==> src/rtl/mux_rr_arbiter.sv <==
// Round-robin arbiter driving a shared 4:1 data mux. It grants one requester at a time,
// limits each grant to MAXHOLD beats, and registers the selected word onto Dout.
module mux_rr_arbiter #(
  parameter int WIDTH   = 8,
  parameter int MAXHOLD = 4
) (
  input  logic               clk,
  input  logic               rst,
  input  logic [3:0]         req,
  input  logic [4*WIDTH-1:0] Din,
  output logic [3:0]         grant,
  output logic [1:0]         Sel,
  output logic               busy,
  output logic [WIDTH-1:0]   Dout,
  output logic               Dvalid
);

  typedef enum logic {IDLE, BUSY} state_t;

  state_t     state;
  logic [1:0] gnt_idx;
  logic [1:0] last;
  logic [3:0] cnt;

  logic       xfer;
  logic       hold_done;
  logic       release_now;
  logic [1:0] scan_start;
  logic [1:0] next_idx;

  // The scan goes from the highest offset down, so the lowest offset from start wins.
  function automatic logic [1:0] win(input logic [1:0] start, input logic [3:0] r);
    logic [1:0] idx;
    win = start;
    for (int k = 3; k >= 0; k--) begin
      idx = start + 2'(k);
      if (r[idx]) win = idx;
    end
  endfunction

  assign xfer        = req[gnt_idx];
  assign hold_done   = (cnt == 4'(MAXHOLD - 1));
  assign release_now = !xfer || hold_done;
  assign scan_start  = (state == IDLE) ? last + 2'd1 : gnt_idx + 2'd1;
  assign next_idx    = win(scan_start, req);

  assign Sel  = gnt_idx;
  assign busy = (state == BUSY);

  always_ff @(posedge clk or posedge rst) begin
    if (rst) begin
      state   <= IDLE;
      grant   <= 4'b0000;
      gnt_idx <= 2'd0;
      last    <= 2'd3;
      cnt     <= 4'd0;
      Dout    <= '0;
      Dvalid  <= 1'b0;
    end else begin
      case (state)
        IDLE: begin
          Dvalid <= 1'b0;
          if (req != 4'b0000) begin
            gnt_idx <= next_idx;
            grant   <= 4'b0001 << next_idx;
            cnt     <= 4'd0;
            state   <= BUSY;
          end
        end
        BUSY: begin
          if (xfer) begin
            Dout   <= Din[gnt_idx*WIDTH +: WIDTH];
            Dvalid <= 1'b1;
            cnt    <= cnt + 4'd1;
          end else begin
            Dvalid <= 1'b0;
          end
          // Regrant on the release edge itself so back-to-back grants leave no bubble.
          if (release_now) begin
            last <= gnt_idx;
            if (req != 4'b0000) begin
              gnt_idx <= next_idx;
              grant   <= 4'b0001 << next_idx;
              cnt     <= 4'd0;
            end else begin
              grant <= 4'b0000;
              state <= IDLE;
            end
          end
        end
        default: state <= IDLE;
      endcase
    end
  end

endmodule

==> config.mk <==
export PLATFORM = sky130hd
export DESIGN_NAME = mux_rr_arbiter
export DESIGN_NICKNAME = d
export VERILOG_FILES = /design/src/rtl/mux_rr_arbiter.sv
export SDC_FILE = /design/constraint.sdc
export NUM_CORES = 1
export LEC_CHECK = 0
export BUFFER_PORTS_ARGS = -buffer_cell sky130_fd_sc_hd__buf_2
export CAP_MARGIN = 15
export CELL_PAD_IN_SITES_DETAIL_PLACEMENT = 1
export CELL_PAD_IN_SITES_GLOBAL_PLACEMENT = 2
export CORE_ASPECT_RATIO = 1.1
export CORE_UTILIZATION = 30
export CTS_CLUSTER_DIAMETER = 30
export DETAILED_ROUTE_END_ITERATION = 12
export GPL_ROUTABILITY_DRIVEN = 0
export MAX_ROUTING_LAYER = met4
export PLACE_DENSITY = 0.82
export SKIP_LAST_GASP = 1
export SLEW_MARGIN = 20
export SYNTH_ARGS = -nofsm -noshare
export SYNTH_HDL_FRONTEND = slang
export SYNTH_SLANG_ARGS = --single-unit
==> constraint.sdc <==
create_clock -name clk -period 2.3 [get_ports clk]
set_input_delay 0.69 -clock clk [delete_from_list [all_inputs] [get_ports clk]]
set_output_delay 0.69 -clock clk [all_outputs]
set_load 0.03 [all_outputs]
==> results of run 1 <==
## where the power goes
| part | internal, mW | total (mW) | switching [mW] | leakage, nW |
|---|---|---|---|---|
| registers | 0.570 | 0.694 | 0.125 | 0.265 |
| logic | 0.667 | 1.46 | 0.797 | 0.561 |
| clock network | 0.232 | 0.360 | 0.128 | 0.0357 |
## placed cells by master, fill, tap and decap left out, drive strengths merged
cell | netlist | routed
bufinv | 0 | 1
nand3 | 2 | 2
o21bai | 1 | 1
a21oi | 9 | 9
a211oi | 1 | 1
and2 | 1 | 1
a32o | 2 | 2
inv | 6 | 6
a211o | 1 | 1
ha | 1 | 1
nor4 | 1 | 1
clkbuf | 4 | 3
a21o | 1 | 1
a22oi | 2 | 2
nand2 | 11 | 11
a2bb2oi | 1 | 1
a221oi | 1 | 1
nor3 | 1 | 1
a22o | 1 | 1
o211ai | 1 | 1
o21ai | 7 | 7
mux2 | 13 | 13
mux2i | 3 | 3
o311a | 1 | 1
dfrtp | 20 | 20
xnor2 | 1 | 1
buf | 4 | 65
o22ai | 1 | 1
xor2 | 1 | 1
dfstp | 2 | 2
nor2 | 10 | 10
o221ai | 2 | 2
mux4 | 9 | 9
## registers in the layout, summed over array words and instances, names as in the netlist
signal and count:
last 2, Dvalid 1, cnt 4, Sel 2
grant 4, busy 1, Dout 8
## area by class of cell
type | instances | share of cell area
Multi-Input combinational cell | 86 | 0.421
Clock inverter | 1 | 0.0162
Timing Repair Buffer | 65 | 0.192
Tap cell | 54 | 0.0366
Clock buffer | 3 | 0.0223
Sequential cell | 22 | 0.299
Inverter | 6 | 0.0122
## worst paths after layout
kind,endpoint
hold / removal,Dout[2]
hold reg to reg,Dout[5]
setup / recovery,busy
min in group clk,Dout[5]
setup reg to reg,Sel[0]
max in group asynchronous,last[1]
## critical path: stages, from the launching register on
cell and delay, ns:
dfrtp_1 0.48, buf_4 0.22, buf_2 0.21
## logic make-up after synthesis
logic type	Yosys count
AOI/OAI and AO/OA	32
and+or+nand+nor	26
muxes	25
DFF	22
buffers and inverters	14
xor gates and xnor gates	2
adders and majority gates	1
## per-layer routing
metal / vias up / track usage / part of all wire
met5: - / - / 0
met4: 0 / 0.0355 / 0.0064
met3: 2 / 0.0140 / 0.015
met2: 16 / 0.307 / 0.56
met1: 620 / 0.201 / 0.42
li1: 577 / - / -
==> reports/metrics.yaml, run 1 <==
status: "finished, final reports clean"
yosysUniqueCellTypes: 40
dpl.cell_count: 233
fmax_mhz: 538
clock-sinks: 22
die_w_um: 67.3
die_area_um2: 4970
fp-row-count: 25
num-fill-cells: 501
worst_pin_slew_ns: 0.483
core_area_um2: 4410
hold_path.class: "input port to async pin"
worst_skew_pair.late_latency_ns: 0.26
wl_um: 3750
p_per_area_nw_per_um2: 1360
nets: 223
finalSetupViolCount: 0
portBuffers: 53
ys.flop_type: "dfrtp_1"
r2r_slack_ns: 0.49
syn_inst: 122
design_power_total_mw: 2.52
rsz0062_at_grt: "no"
antenna_found_initial: 0
first_pass_iters: 4
avgRoutedWirePerCell_um: 15.8
synth_edf_count: 0
avgSynthCellArea_um2: 11.5
antenna_cells: 0
grt_pass1_wl_um: 6220
cts_buffers: 3
r2r.worst_path.cells: 5
clk_path_buf_depth: 2
hold_slack_ns: 0.450
synth_top_area_share: 0.356
fin_ws_ns: 0.441
synth-seq-cells: 22
fin_area_um2: 1850
regArea_um2: 553
grt_max_degree: 23
viasPerCell: 5.13
place_area_um2: 1780
grt_remaining_overflow: 0
synth_most_common_cell: "dfrtp_1"
end_kind: "output port"
ys_seq_area_frac: 0.393
drt_first_iter_violations: 24
max-slew-margin-rel: 0.675
grtUsageTotal: 0.169
num_vias: 1215
setup-tns-final_ns: 0
netlist_top_cells_area: "dfrtp_1, mux4_2, mux2_2, dfstp_2, a21oi_1"
synth_area_um2: 1410
start_util: 0.319
synth.area.mux_share: 0.275
route.detailed.drc: 0
async_reset_ff_frac: 1.00
stdcell_count: 237
yosys.area_share.xor_xnor: 0.0124
synth-simple-area-share: 0.0969
drv_cap: 0
place_hpwl_um: 3020
yosysWarnings: 0
synth_common_cells: "dfrtp_1, mux2_2, nand2_1, mux4_2, nor2_1"
fin_util: 0.419
place_ws_ns: 0.196
period_share: 0.808
die_h_um: 73.8
cts_root_buf: "clkbuf_8"
post_cts_buffers: 0
fin_crit_ns: 1.86
drive_gt1_frac: 0.530
start_kind: "flip-flop"
multi_input_area_um2: 778
crit_type: "flip-flop to output port"
hold_violations: 0
synth_compound_area_frac: 0.160
cts-resized-gates: 0
synthAdderAreaFrac: 0.00889
worstSetupStartpoint: "busy"
clock_skew_ns: 0.00167
path_clk_slew_ns: 0.08
drv_slew: 0
ant_nets: 0
cts_htree_levels: 1
ctsHoldBuffers: 0
cts_tree: "built"
synth_fp_nets: 161
rr_startpoint: "busy"
grt_pass1_vias: 1333
yosysTopAreaCell: "dfrtp_1"
ioPinCount: 54
worstPathArrival_ns: 1.17
crit_fanout: 8
syn2layout_area_growth_pct: 31.3
synth_top_family_by_area: "multiplexers"
p_leak_nw: 0.862
peakVddDrop_mv: 0.515
crit_required_ns: 1.61
(Power assumes the default switching activity.)
==> inputs of run 2 (changes only) <==
--- a/config.mk
+++ b/config.mk
@@ -10,12 +10,12 @@
 export CELL_PAD_IN_SITES_DETAIL_PLACEMENT = 1
 export CELL_PAD_IN_SITES_GLOBAL_PLACEMENT = 2
 export CORE_ASPECT_RATIO = 1.1
-export CORE_UTILIZATION = 30
+export CORE_UTILIZATION = 27
 export CTS_CLUSTER_DIAMETER = 30
 export DETAILED_ROUTE_END_ITERATION = 12
 export GPL_ROUTABILITY_DRIVEN = 0
 export MAX_ROUTING_LAYER = met4
-export PLACE_DENSITY = 0.82
+export PLACE_DENSITY = 0.78
 export SKIP_LAST_GASP = 1
 export SLEW_MARGIN = 20
 export SYNTH_ARGS = -nofsm -noshare
==> constraint.sdc (replaced) <==
create_clock -name clk -period 1.6 [get_ports clk]
set_input_delay 0.48 -clock clk [delete_from_list [all_inputs] [get_ports clk]]
set_output_delay 0.48 -clock clk [all_outputs]
set_load 0.03 [all_outputs]
==> run 2 against run 1 <==
Compared with the run above:
- the run now ends with negative setup slack left
- register-to-register slack got worse by 0.63 ns
- largest power group unchanged
- first-iteration DRC count decreased by 17%
- power increased by 68%
- critical endpoint is now Sel[0]
- utilization fell by 0.21 points
- clock power is 19% higher
- cell count is 8.9% higher
- hold slack worse by 0.22 ns
==> reports/metrics.yaml, run 2 (same netlist as run 1, synthesis figures left out) <==
hold_path.class: "input port to async pin"
crit_fanout: 3
reg_top3: "Dout x8, cnt x4, grant x4"
fin_util: 0.417
p_leak_nw: 0.988
first_pass_iters: 6
setup-tns-final_ns: -1.69
max-slew-margin-rel: 0.769
cts_tree: "built"
worstReg2RegEnd: "Sel[0]"
nets: 240
drive_gt1_frac: 0.620
grt_max_degree: 23
cts_htree_levels: 1
drv_cap: 0
start_util: 0.282
r2r.worst_path.cells: 5
worstPathArrival_ns: 1.91
grt_remaining_overflow: 0
drv_slew: 0
end_kind: "flip-flop"
die_w_um: 70.8
layout_commonest_cell: "buf_2"
p_per_area_nw_per_um2: 2020
violations: "negative setup slack"
cts_root_buf: "clkbuf_8"
crit_type: "flip-flop to flip-flop"
clock_skew_ns: 0.00201
avgRoutedWirePerCell_um: 16.6
design_power_total_mw: 4.22
rr_startpoint: "Sel[0]"
status: "finished, violations left"
finalSetupViolCount: 19
fp-row-count: 27
antenna_found_initial: 0
num_vias: 1311
ant_nets: 0
start_kind: "flip-flop"
viasPerCell: 5.08
grt_pass1_wl_um: 7140
fin_crit_ns: 1.74
regMostFlops: "Dout"
fmax_mhz: 574
wl_um: 4290
rsz0062_at_grt: "yes"
layout_common_cells: "buf_2, buf_4, dfrtp_1"
clk_path_buf_depth: 2
portBuffers: 53
core_area_um2: 5000
crit_required_ns: 1.77
worst_skew_pair.late_latency_ns: 0.28
path_clk_slew_ns: 0.09
hold_violations: 0
place_hpwl_um: 3470
grt_pass1_vias: 1471
grtUsageTotal: 0.173
fin_ws_ns: -0.141
antenna_cells: 0
ctsHoldBuffers: 0
place_ws_ns: -0.271
drt_first_iter_violations: 20
syn2layout_area_growth_pct: 48.1
ioPinCount: 54
r2r_slack_ns: -0.14
cts_buffers: 3
route.detailed.drc: 0
largest_register_ffs: 8
peakVddDrop_mv: 0.701
clock-sinks: 22
worst_pin_slew_ns: 0.346
die_h_um: 77.7
period_share: 1.09
die_area_um2: 5510
-- run 2: layout make-up --
type / count / area, um2
clock buffer: 4 / 55.1
fill: 587 / 2920
inverter: 6 / 22.5
multi-input combinational: 86 / 845
sequential: 22 / 556
tap: 58 / 72.6
timing repair buffer: 82 / 534
-- run 2: layer usage --
metal / global-route usage / share of wire / vias to the layer above
met2: 0.320 / 0.55 / 46
met5: - / 0 / -
met3: 0.0208 / 0.047 / 7
met1: 0.184 / 0.38 / 646
li1: - / - / 612
met4: 0.0760 / 0.021 / 0
-- run 2: where the power goes --
group,switching [mW],internal [mW]
Combinational,1.34,1.44
Sequential,0.189,0.823
Clock,0.208,0.221
-- run 2: worst max path at each step --
| stage | depth (start not counted) | to | start |
|---|---|---|---|
| after floorplan | 6 | Sel[0] | req[2] |
| after global placement | 6 | grant[3] | req[3] |
| after detailed placement | 6 | Sel[0] | req[3] |
| after CTS | 5 | Sel[0] | Sel[0] |
| after global routing | 6 | grant[1] | Sel[0] |
| final | 5 | Sel[0] | Sel[0] |
-- run 2: per-stage QoR --
| step | hold slack [ns] | instances | instance area (um2) |
|---|---|---|---|
| 2_1_floorplan | 0.468 | 122 | 1460 |
| 3_3_place_gp | 0.488 | 252 | 1980 |
| 4_1_cts | 0.232 | 257 | 2060 |
| 5_1_grt | 0.256 | 258 | 2080 |
| 3_5_place_dp | 0.501 | 252 | 1980 |
| 6_report | 0.226 | 258 | 2080 |
-- run 2: critical path, cell delays in order (launching register included) --
cell and delay [ns]:
dfrtp_2 0.43, mux4_2 0.58, nand2_4 0.12, a21oi_4 0.05
nor2_4 0.13, mux2_4 0.32
-- run 2: repair_timing --
item                                    CTS  global route
resized for setup                         5             8
endpoints found under the setup margin   20            21
pin swaps                                 1             2
buffers inserted                          1             2
